$ cat config.mk
export PLATFORM = sky130hd
export DESIGN_NAME = uart_tx_arbiter
export DESIGN_NICKNAME = d
export VERILOG_FILES = /design/src/rtl/uart_tx_arbiter.sv
export SDC_FILE = /design/constraint.sdc
export NUM_CORES = 1
export LEC_CHECK = 0
export BUFFER_PORTS_ARGS = -buffer_cell sky130_fd_sc_hd__buf_2
export CORE_ASPECT_RATIO = 1.2
export CORE_UTILIZATION = 42
export DETAILED_ROUTE_END_ITERATION = 12
export PLACE_DENSITY = 0.86
export SLEW_MARGIN = 20
export SYNTH_ARGS = -nofsm -noshare
export SYNTH_HDL_FRONTEND = slang
export SYNTH_SLANG_ARGS = --single-unit
$ cat constraint.sdc
create_clock -name clk -period 1.95 [get_ports clk]
set_clock_uncertainty 0.2 [all_clocks]
set_input_delay 0.0975 -clock clk [delete_from_list [all_inputs] [get_ports clk]]
set_output_delay 0.0975 -clock clk [all_outputs]
set_load 0.01 [all_outputs]
$ cat src/rtl/uart_tx_arbiter.sv
// Round-robin arbiter that lets four requesters share one UART transmitter.
// Latches the winner's byte and frame config, strobes the transmitter and reports completion.
module uart_tx_arbiter #(
  parameter int unsigned TIMEOUT = 8
) (
  input  logic        clk,
  input  logic        rst,
  input  logic [3:0]  req,
  input  logic [31:0] data,
  input  logic [15:0] cfg,
  input  logic        tx_available,
  output logic [3:0]  ack,
  output logic [1:0]  grant_id,
  output logic        busy,
  output logic        err,
  output logic        tx_flag,
  output logic [7:0]  tx_data,
  output logic        tx_d_num,
  output logic        tx_s_num,
  output logic [1:0]  tx_par
);

  typedef enum logic [1:0] {IDLE, LAUNCH, BUSY, DONE} state_e;

  state_e      state_q, state_d;
  logic [1:0]  last_q, last_d;
  logic [7:0]  cnt_q, cnt_d;
  logic [3:0]  ack_q, ack_d;
  logic [1:0]  grant_q, grant_d;
  logic        busy_q, busy_d;
  logic        err_q, err_d;
  logic        flag_q, flag_d;
  logic [7:0]  data_q, data_d;
  logic        dnum_q, dnum_d;
  logic        snum_q, snum_d;
  logic [1:0]  par_q, par_d;

  logic [1:0]  winner;
  logic        found;

  // Search starts just after the last grant; k=4 wraps back to the last grant itself.
  always_comb begin
    winner = last_q;
    found  = 1'b0;
    for (int k = 1; k <= 4; k++) begin
      if (!found && req[last_q + 2'(k)]) begin
        winner = last_q + 2'(k);
        found  = 1'b1;
      end
    end
  end

  always_comb begin
    state_d = state_q;
    last_d  = last_q;
    cnt_d   = cnt_q;
    ack_d   = 4'b0000;
    err_d   = 1'b0;
    grant_d = grant_q;
    flag_d  = flag_q;
    data_d  = data_q;
    dnum_d  = dnum_q;
    snum_d  = snum_q;
    par_d   = par_q;

    unique case (state_q)
      IDLE: begin
        flag_d = 1'b0;
        if (tx_available && found) begin
          data_d                  = data[{winner, 3'b000} +: 8];
          {dnum_d, snum_d, par_d} = cfg[{winner, 2'b00} +: 4];
          grant_d                 = winner;
          last_d                  = winner;
          flag_d                  = 1'b1;
          cnt_d                   = 8'd0;
          state_d                 = LAUNCH;
        end
      end
      LAUNCH: begin
        if (!tx_available) begin
          flag_d  = 1'b0;
          state_d = BUSY;
        end else if (cnt_q == 8'(TIMEOUT - 1)) begin
          // Transmitter never took the strobe: give up without acknowledging.
          flag_d  = 1'b0;
          err_d   = 1'b1;
          state_d = IDLE;
        end else begin
          cnt_d = cnt_q + 8'd1;
        end
      end
      BUSY: begin
        flag_d = 1'b0;
        if (tx_available) begin
          ack_d   = 4'b0001 << grant_q;
          state_d = DONE;
        end
      end
      DONE: begin
        state_d = IDLE;
      end
      default: state_d = IDLE;
    endcase

    busy_d = (state_d != IDLE);
  end

  always_ff @(posedge clk) begin
    if (!rst) begin
      state_q <= IDLE;
      last_q  <= 2'd3;
      cnt_q   <= 8'd0;
      ack_q   <= 4'b0000;
      grant_q <= 2'd0;
      busy_q  <= 1'b0;
      err_q   <= 1'b0;
      flag_q  <= 1'b0;
      data_q  <= 8'h00;
      dnum_q  <= 1'b1;
      snum_q  <= 1'b1;
      par_q   <= 2'b00;
    end else begin
      state_q <= state_d;
      last_q  <= last_d;
      cnt_q   <= cnt_d;
      ack_q   <= ack_d;
      grant_q <= grant_d;
      busy_q  <= busy_d;
      err_q   <= err_d;
      flag_q  <= flag_d;
      data_q  <= data_d;
      dnum_q  <= dnum_d;
      snum_q  <= snum_d;
      par_q   <= par_d;
    end
  end

  assign ack      = ack_q;
  assign grant_id = grant_q;
  assign busy     = busy_q;
  assign err      = err_q;
  assign tx_flag  = flag_q;
  assign tx_data  = data_q;
  assign tx_d_num = dnum_q;
  assign tx_s_num = snum_q;
  assign tx_par   = par_q;

endmodule

* Word-level counts from Yosys, hierarchy flattened *
Index checks and enable logic that the tools add are counted.

cells by class
  muxes and demuxes = 30
  shifts and indexed selects = 3
  $lt $le $gt $ge = 4
  equality and inequality tests = 8
  $add $sub $neg = 4
  reductions and logical operators = 16

operators with widths
  kind                                                                           count
  32-bit by 6-bit variable part select with 8-bit output                         1
  8-bit two-way mux                                                              3
  2-bit two-way mux                                                              8
  8-bit case mux with 2 select lines                                             1
  16-bit by 5-bit variable part select with 4-bit output                         1
  2-bit by 3-bit less-than comparator with 1-bit output (second input constant)  4
  1-bit two-way mux                                                              12
  8-bit by 1-bit adder with 8-bit output (second input constant)                 1
  1-bit binary-select mux with 2-bit select                                      4
  8-bit by 3-bit equality test with 1-bit output (second input constant)         1
  2-bit case mux with 4 select lines                                             1
  2-bit != test (second input constant)                                          3
  3-bit AND reduction                                                            2
  2-bit adder (second input constant)                                            2
  2-bit equality test (second input constant)                                    2
  1-bit logical AND                                                              4
  2-bit AND reduction                                                            2
  4-bit AND reduction                                                            1
  2-bit nonzero test                                                             2
  1-bit by 2-bit << shifter with 4-bit output (first input constant)             1
  1-bit zero test                                                                3
  3-bit != test (second input constant)                                          1
  1-bit case mux with 3 select lines                                             1
  3-bit nonzero test                                                             1
  3 further kinds                                                                3

storage, ports and cells
  word-level logic and storage cells = 77
  bits of input ports = 55
  register bits = 33
  output and inout bits = 21

* Longest topological paths before layout *
Gate-level depths: netlist of run 1.

  depth in word-level cells = 17
  mapped depth = 8
  mapped depth without buffers = 7

* Least setup slack after synthesis of run 1 *
No wires, ideal clock.

  path type = reg2reg
  start point = register cnt_q[3]
  end point = register busy_q, in the netlist busy
  data required time = 1.623 ns
  buffers on the path = 1
  arrival = 1.693 ns
  setup slack = -0.070 ns
  clock period less this slack = 2.020 ns
  stages on the path, launching flop included = 7
  setup time = 0.127 ns
  cells stage by stage = dfxtp_1 > or4_1 > or3_1 > buf_6 > a31o_1 > a22oi_2 > o22ai_1

between the ends
  longest elaborated chain between the ends = 5

ends and longest elaborated chain
  item                                            line  RTL
  from (decl)                                     27    logic [7:0] cnt_q, cnt_d;
  from (signal assigned)                          125   cnt_q <= cnt_d;
  8-bit by 3-bit equality test with 1-bit output  83    end else if (cnt_q == 8'(TIMEOUT - 1)) begin
  2-bit two-way mux                               83
  2-bit two-way mux                               80    if (!tx_available) begin
  2-bit case mux with 4 select lines              66    unique case (state_q)
  2-bit nonzero test                              105   busy_d = (state_d != IDLE);
  to (signal assigned)                            128   busy_q <= busy_d;
  to (decl)                                       30    logic busy_q, busy_d;

Every way passes these cells.
A chain may end at the register's enable or synchronous reset.

* Final worst setup path of run 1 *
  start point = register cnt_q[7]
  end point = register cnt_q[2]

between the ends
  longest elaborated chain between the ends = 3

ends and longest elaborated chain
  item                                            line
  8-bit by 3-bit equality test with 1-bit output  83
  2-bit != test (no line)                         n/a
  4-bit AND reduction (no line)                   n/a

Every way passes these cells.

==> impl_metrics.env, run 1 <==
export IMPL_status="complete, but fails checks"
export IMPL_violations_in_the_final_reports="negative setup slack"
export IMPL_num_rows=26
export IMPL_p_sw_share_pct=28.5
export IMPL_detail_route_first_pass_iterations=5
export IMPL_report_final_setup_viol=7
export IMPL_fp_dieW_um=62.6
export IMPL_postSynthNetCount=280
export IMPL_clkLatencyLatePin_ps=300
export IMPL_finalNonFillerCells=390
export IMPL_io_pin_count=76
export IMPL_detail_route_drc_violations=0
export IMPL_grt_pass1_wl_um=8950
export IMPL_synth_top_area_share_pct=35.7
export IMPL_numPortBuffers=75
export IMPL_tritoncts="yes"
export IMPL_ys_top_cells_by_area="sky130_fd_sc_hd__dfxtp_1 36%, sky130_fd_sc_hd__mux2i_1 6.0%, sky130_fd_sc_hd__o211ai_1 5.3%"
export IMPL_worst_setup_path_type="flip-flop to flip-flop"
export IMPL_cts_buffers_inserted=5
export IMPL_timing_hold_violations_final=0
export IMPL_worstPathArrival_ps=2060
export IMPL_seq_power_share_pct=36.2
export IMPL_nets_finish=394
export IMPL_crit_start_category="flip-flop"
export IMPL_grt_pass1_vias=2001
export IMPL_clock_power_share_pct=37.3
export IMPL_initial_core_util_pct=43.7
export IMPL_library_cell_contributing_the_largest_single_delay_on_the_critical_path="sky130_fd_sc_hd__or4_1"
export IMPL_critical_path_buf_inv_count=0
export IMPL_grt_start_max_net_pins=21
export IMPL_critPathTopFamily="simple AND/OR/NAND/NOR gates"
export IMPL_clock_tree_buffer_depth=2
export IMPL_slew_violations=0
export IMPL_post_drt_wl_per_cell_um=15.2
export IMPL_synthArstFlopShare_pct=0
export IMPL_synth_distinct_cells=37
export IMPL_die_area_um2=4670
export IMPL_crit_fanout=8
export IMPL_max_freq_mhz=485
export IMPL_ir_drop_v=0.000370
export IMPL_p_leak_nw=1.32
export IMPL_post_synth_cell_area_avg_um2=8.44
export IMPL_setup_worst_path_end_class="flip-flop"
export IMPL_fin_crit_sh_pct=106
export IMPL_clkSinkCount=33
export IMPL_synth_warnings=0
export IMPL_antenna_violations_before_repair=0
export IMPL_cp_required_ps=1950
export IMPL_finalWorstSetupSlack_ps=-113
export IMPL_cts_root_buffer_cell="sky130_fd_sc_hd__clkbuf_8"
export IMPL_worst_hold_path_type="input pin to flip-flop"
export IMPL_layout_min_cycle_time_ps=2060
export IMPL_fin_setup_tns_ps=-539
export IMPL_setup_repair_after_global_routing_missed_its_margin="true"
export IMPL_critical_path_max_stage_delay_ps=510
export IMPL_drt_total_wl_um=5940
export IMPL_flow_area_growth_from_synthesis_pct=53.7
export IMPL_ant_nets=0
export IMPL_cell_type_with_the_largest_total_area_after_synthesis="sky130_fd_sc_hd__dfxtp_1"
export IMPL_power_internal_mw=1.51
export IMPL_pwr_share_comb_pct=26.5
export IMPL_post_synth_inst_count=219
export IMPL_synth_sequential_area_ratio_pct=35.7
export IMPL_drt_iter0_drcs=90
export IMPL_gpl_final_weighted_congestion=0.782
export IMPL_share_of_cells_above_drive_strength_1_pct=35.9
export IMPL_tightestPinTransition_ps=622
export IMPL_cts_reportedPaths_clkPinSlew_ps=80
export IMPL_num_vias=2125
export IMPL_maxSlewHeadroom_pct=58.2
export IMPL_cts_htree_levels=2
export IMPL_post_dp_hpwl_um=3490
export IMPL_routed_via_density=5.45
export IMPL_globalRoute_totalOverflow=0
export IMPL_cap_viol_max_count=0
export IMPL_total_power_after_layout_mw=2.11
export IMPL_post_synthesis_register_bit_count=33
export IMPL_placed_cells_incl_taps=355
export IMPL_total_switching_power_uw=602
export IMPL_n_antenna_cell=0
export IMPL_floorplan_die_height_um=74.7
export IMPL_synth_enable_flop_cells=0
export IMPL_core_um2=4230
export IMPL_postSynth_topFlopCell="sky130_fd_sc_hd__dfxtp_1"
export IMPL_power_per_cell_area_nw_per_um2=745
export IMPL_synth_area_um2=1850
export IMPL_critical_path_cell_sequence="or4_1, or3_4, o211ai_1, xor2_1, nor2_1"
export IMPL_globalRouteTotalUtil_pct=24.8
power groups by stage:
stage / clock [mW] / sequential [mW] / combinational (mW)
after floorplan: 0 / 0.796 / 0.269
after detailed placement: 0 / 0.778 / 0.474
after CTS: 0.786 / 0.764 / 0.519
after global placement: 0 / 0.777 / 0.460
final: 0.789 / 0.766 / 0.559
after global routing: 0.822 / 0.774 / 0.602
stage by stage:
stage	worst slack (ps)	hold slack, ps	utilization, %	area [µm²]
floorplan	-63.4	110	-	1870
CTS	-87.8	10.3	66.0	2790
detailed placement	-191	188	56.8	2400
global placement	-130	185	56.8	2400
global route	-168	26.3	67.2	2840
finish	-113	6.79	67.2	2840
cell usage in the layout (no fill, tap or decap), types with 10 or more instances in the layout:
cell type,synthesis,layout
sky130_fd_sc_hd__nor2_1,20,20
sky130_fd_sc_hd__o211ai_1,13,13
sky130_fd_sc_hd__a31oi_1,11,10
sky130_fd_sc_hd__mux2i_1,11,11
sky130_fd_sc_hd__inv_1,15,15
sky130_fd_sc_hd__dlygate4sd3_1,0,24
sky130_fd_sc_hd__nand2_1,14,14
sky130_fd_sc_hd__and4_1,10,10
sky130_fd_sc_hd__buf_2,1,75
sky130_fd_sc_hd__o21ai_0,15,13
sky130_fd_sc_hd__buf_4,0,20
sky130_fd_sc_hd__dfxtp_1,33,31
sequential cells by signal, indices dropped and copies added (netlist names):
signal and cells:
tx_par 2, tx_flag 1, ack 4, grant_id 2, state_q 2, busy 1, tx_s_num 1, last_q 2
err 1, cnt_q 8, tx_data 8, tx_d_num 1
metal layers:
metal / track usage [%] / up-vias / routed length (µm)
met1: 28.2 / 990 / 2320
met4: 13.7 / 0 / 154
met2: 44.4 / 94 / 3170
met3: 4.85 / 16 / 295
met5: 0 / - / 0
li1: - / 1025 / -
cell families (layout without fill, tap and decap cells):
logic type	after synthesis	after routing	share of synthesized area, %
DFF	33	33	35.7
muxes	13	13	8.40
adders and majority gates	6	6	4.06
xor gates and xnor gates	7	7	3.32
buffers and inverters	29	144	6.36
AOI/OAI and AO/OA	60	60	21.6
and+or+nand+nor	71	71	20.5
cell usage after synthesis (2+ instances only):
cell type,number
sky130_fd_sc_hd__a211oi_1,2
sky130_fd_sc_hd__a21bo_1,2
sky130_fd_sc_hd__a21oi_1,5
sky130_fd_sc_hd__a31oi_1,11
sky130_fd_sc_hd__and2_1,3
sky130_fd_sc_hd__and3_1,4
sky130_fd_sc_hd__and4_1,10
sky130_fd_sc_hd__clkbuf_1,11
sky130_fd_sc_hd__dfxtp_1,33
sky130_fd_sc_hd__ha_1,6
sky130_fd_sc_hd__inv_1,15
sky130_fd_sc_hd__mux2i_1,11
sky130_fd_sc_hd__mux4_2,2
sky130_fd_sc_hd__nand2_1,14
sky130_fd_sc_hd__nand3_1,3
sky130_fd_sc_hd__nand4_1,6
sky130_fd_sc_hd__nor2_1,20
sky130_fd_sc_hd__nor2b_1,5
sky130_fd_sc_hd__nor3_1,2
sky130_fd_sc_hd__o211ai_1,13
sky130_fd_sc_hd__o21ai_0,15
sky130_fd_sc_hd__o21ai_1,3
sky130_fd_sc_hd__o21bai_1,2
sky130_fd_sc_hd__or3_1,2
sky130_fd_sc_hd__xor2_1,7
final timing paths:
check | from | endpoint | slack (ps) | cells after the start
worst max register to register | cnt_q[7]$_SDFFE_PN0P_ | cnt_q[2]$_SDFFE_PN0P_ | -110 | 5
worst max-delay path | cnt_q[7]$_SDFFE_PN0P_ | cnt_q[2]$_SDFFE_PN0P_ | -110 | 5
worst min register to register | grant_id[0]$_SDFFE_PN0P_ | ack[2]$_SDFF_PN0_ | 270 | 1
worst min-delay path | cfg[6] | tx_s_num$_SDFFE_PN1P_ | 7 | 3
final cells by class:
type                            instances  area (µm²)
Inverter                               16        60.1
Multi-Input combinational cell        157        1130
Clock buffer                            5        68.8
Sequential cell                        33         663
Tap cell                               56        70.1
Timing Repair Buffer                  120         786
Fill cell                             311        1390
Clock inverter                          3        65.1
tightest hold or removal path, delay by kind of cell:
kind                   cells  cell delay [ps]
AOI/OAI and AO/OA          1               90
buffers and inverters      1               70
muxes                      1              210
repair_timing:
item,CTS,global route
setup endpoints to repair,15,23
hold buffers,24,0
buffers inserted,0,3
pin swaps,2,9
hold endpoints to repair,18,0
gates resized for setup,3,10
Power figures use the tool's default switching activity.
==> run 2: changes to the inputs <==
- CORE_UTILIZATION: 42 -> 43
- PLACE_DENSITY: 0.86 -> 0.88
==> run 2 against run 1 <==
Effect of this change: largest power group is now registers; combinational power hardly changed; final area fell by 1.3%; first-iteration DRC count up 64%; the run still ends with negative setup slack left; count of clock-buffer cells in the layout unchanged; clock power fell by 35%; highest routed layer unchanged; core utilization is 2.3 points higher; via count grew 2.7%; sequential cell count unchanged; register-to-register slack better by 20 ps; sequential power up 0.5%; global-route usage rose by 2.2 points.
==> impl_metrics.env, run 2 (synthesis results as in run 1) <==
export IMPL_status="complete, but fails checks"
export IMPL_violations_in_the_final_reports="negative setup slack"
export IMPL_worst_setup_path_type="flip-flop to flip-flop"
export IMPL_min_delay_start="data[17]"
export IMPL_grt_start_max_net_pins=21
export IMPL_max_freq_mhz=490
export IMPL_layout_min_cycle_time_ps=2040
export IMPL_p_leak_nw=1.28
export IMPL_setup_repair_after_global_routing_missed_its_margin="true"
export IMPL_num_rows=25
export IMPL_setup_worst_path_end_class="flip-flop"
export IMPL_gpl_final_weighted_congestion=0.795
export IMPL_io_pin_count=76
export IMPL_fp_dieW_um=61.8
export IMPL_routed_via_density=5.64
export IMPL_core_um2=4040
export IMPL_crit_fanout=8
export IMPL_cts_reportedPaths_clkPinSlew_ps=70
export IMPL_slew_violations=0
export IMPL_most_common_layout_cells="75 x sky130_fd_sc_hd__buf_2, 30 x sky130_fd_sc_hd__dfxtp_1, 25 x sky130_fd_sc_hd__dlygate4sd3_1, 20 x sky130_fd_sc_hd__nor2_1, 18 x sky130_fd_sc_hd__buf_4"
export IMPL_ff2ff_setup_slack_ps=-90
export IMPL_clkSinkCount=33
export IMPL_library_cell_contributing_the_largest_single_delay_on_the_critical_path="sky130_fd_sc_hd__or4_1"
export IMPL_flow_area_growth_from_synthesis_pct=51.7
export IMPL_worstPathArrival_ps=2040
export IMPL_crit_start_category="flip-flop"
export IMPL_grt_pass1_vias=2050
export IMPL_cap_viol_max_count=0
export IMPL_tritoncts="yes"
export IMPL_cts_htree_levels=2
export IMPL_numPortBuffers=75
export IMPL_antenna_violations_before_repair=0
export IMPL_seq_power_share_pct=41.8
export IMPL_share_of_cells_above_drive_strength_1_pct=36.9
export IMPL_power_internal_mw=1.24
export IMPL_cp_required_ps=1950
export IMPL_worstSetupStartpoint="cnt_q[7]$_SDFFE_PN0P_"
export IMPL_critical_path_cell_sequence="or4_1, or3_4, o211ai_1, xor2_1, nor2_1"
export IMPL_post_drt_wl_per_cell_um=15.4
export IMPL_power_per_cell_area_nw_per_um2=657
export IMPL_nets_finish=393
export IMPL_drt_total_wl_um=5950
export IMPL_initial_core_util_pct=45.8
export IMPL_ir_drop_v=0.000479
export IMPL_critical_path_max_stage_delay_ps=510
export IMPL_critical_path_buf_inv_count=0
export IMPL_post_dp_hpwl_um=3590
export IMPL_n_antenna_cell=0
export IMPL_fin_crit_sh_pct=105
export IMPL_p_sw_share_pct=32.4
export IMPL_total_switching_power_uw=596
export IMPL_startpoint_of_the_worst_register_to_register_path="cnt_q[7]$_SDFFE_PN0P_"
export IMPL_finalCoreUtilization_pct=69.5
export IMPL_num_vias=2182
export IMPL_maxSlewHeadroom_pct=57.3
export IMPL_drt_iter0_drcs=148
export IMPL_dp_area_um2=2370
export IMPL_timing_hold_violations_final=0
export IMPL_cts_buffers_inserted=5
export IMPL_tightestPinTransition_ps=635
export IMPL_pwr_share_comb_pct=30.2
export IMPL_worst_hold_path_type="input pin to flip-flop"
export IMPL_clock_power_share_pct=28.0
export IMPL_clock_tree_buffer_depth=2
export IMPL_report_final_setup_viol=5
export IMPL_total_power_after_layout_mw=1.84
export IMPL_finish_instance_area_um2=2800
export IMPL_die_area_um2=4570
export IMPL_globalRoute_totalOverflow=0
export IMPL_detail_route_drc_violations=0
export IMPL_finalWorstSetupSlack_ps=-92.4
export IMPL_globalRouteTotalUtil_pct=27.0
export IMPL_critPathTopFamily="simple AND/OR/NAND/NOR gates"
export IMPL_floorplan_die_height_um=73.8
export IMPL_most_common_cell_after_layout_fill_and_taps_aside="sky130_fd_sc_hd__buf_2"
export IMPL_clkLatencyLatePin_ps=300
export IMPL_ant_nets=0
export IMPL_detail_route_first_pass_iterations=4
export IMPL_grt_pass1_wl_um=8990
export IMPL_cts_root_buffer_cell="sky130_fd_sc_hd__clkbuf_8"
run 2: changes by cell type in the layout (fill, tap and decap cells not counted), sizes merged:
cell | before | now
buf | 96 | 93
bufinv | 2 | 0
a211oi | 3 | 4
clkinv | 2 | 3
clkinvlp | 0 | 1
dlygate4sd3 | 24 | 25
run 2: routing by layer:
layer | global-route usage [%] | wire length (µm) | vias up
met1 | 31.0 | 2340 | 1017
met4 | 14.3 | 225 | 0
met5 | 0 | 0 | -
li1 | - | - | 1027
met3 | 5.81 | 366 | 23
met2 | 45.5 | 3020 | 115
run 2: power by group through the flow:
stage	logic (mW)	clock network [mW]	registers, mW
6_report	0.557	0.515	0.770
3_5_place_dp	0.467	0	0.779
3_3_place_gp	0.451	0	0.777
4_1_cts	0.517	0.515	0.765
2_1_floorplan	0.269	0	0.796
5_1_grt	0.606	0.544	0.775
run 2: worst paths after layout:
| kind | to | depth (start not counted) |
|---|---|---|
| worst max-delay path | cnt_q[3]$_SDFFE_PN0P_ | 5 |
| worst min-delay path | tx_data[1]$_SDFFE_PN0P_ | 4 |
| worst max register to register | cnt_q[3]$_SDFFE_PN0P_ | 5 |
| worst min register to register | tx_data[0]$_SDFFE_PN0P_ | 2 |
run 2: final cells by class:
class                   instances  area [µm²]
fillers                       279        1230
clock inverters                 3        17.5
multi-input cells             158        1160
clock buffers                   5        68.8
repair buffers                118         761
inverters                      16        60.1
well taps                      54        67.6
flip-flops and latches         33         664
run 2: metrics by stage:
step / setup TNS [ps] / hold slack [ps] / setup slack [ps] / instances
finish: -263 / 9.05 / -92.4 / 387
global route: -717 / 37.7 / -144 / 387
CTS: -376 / 10.2 / -83.6 / 384
detailed placement: -1050 / 184 / -190 / 351
global placement: -550 / 182 / -133 / 351
floorplan: -136 / 110 / -63.4 / 219
run 2: tightest hold or removal path: cells and delay by family:
kind            cells  cell delay [ps]
compound gates      2              160
simple gates        1              140
buf+inv             1               70
run 2: repair_timing:
action | CTS | global route
gates cloned | 0 | 1
buffers inserted | 0 | 2
resized for setup | 7 | 12
pin swaps | 5 | 8
endpoints found under the hold margin | 18 | 0
setup endpoints to repair | 12 | 19
hold buffers | 25 | 0
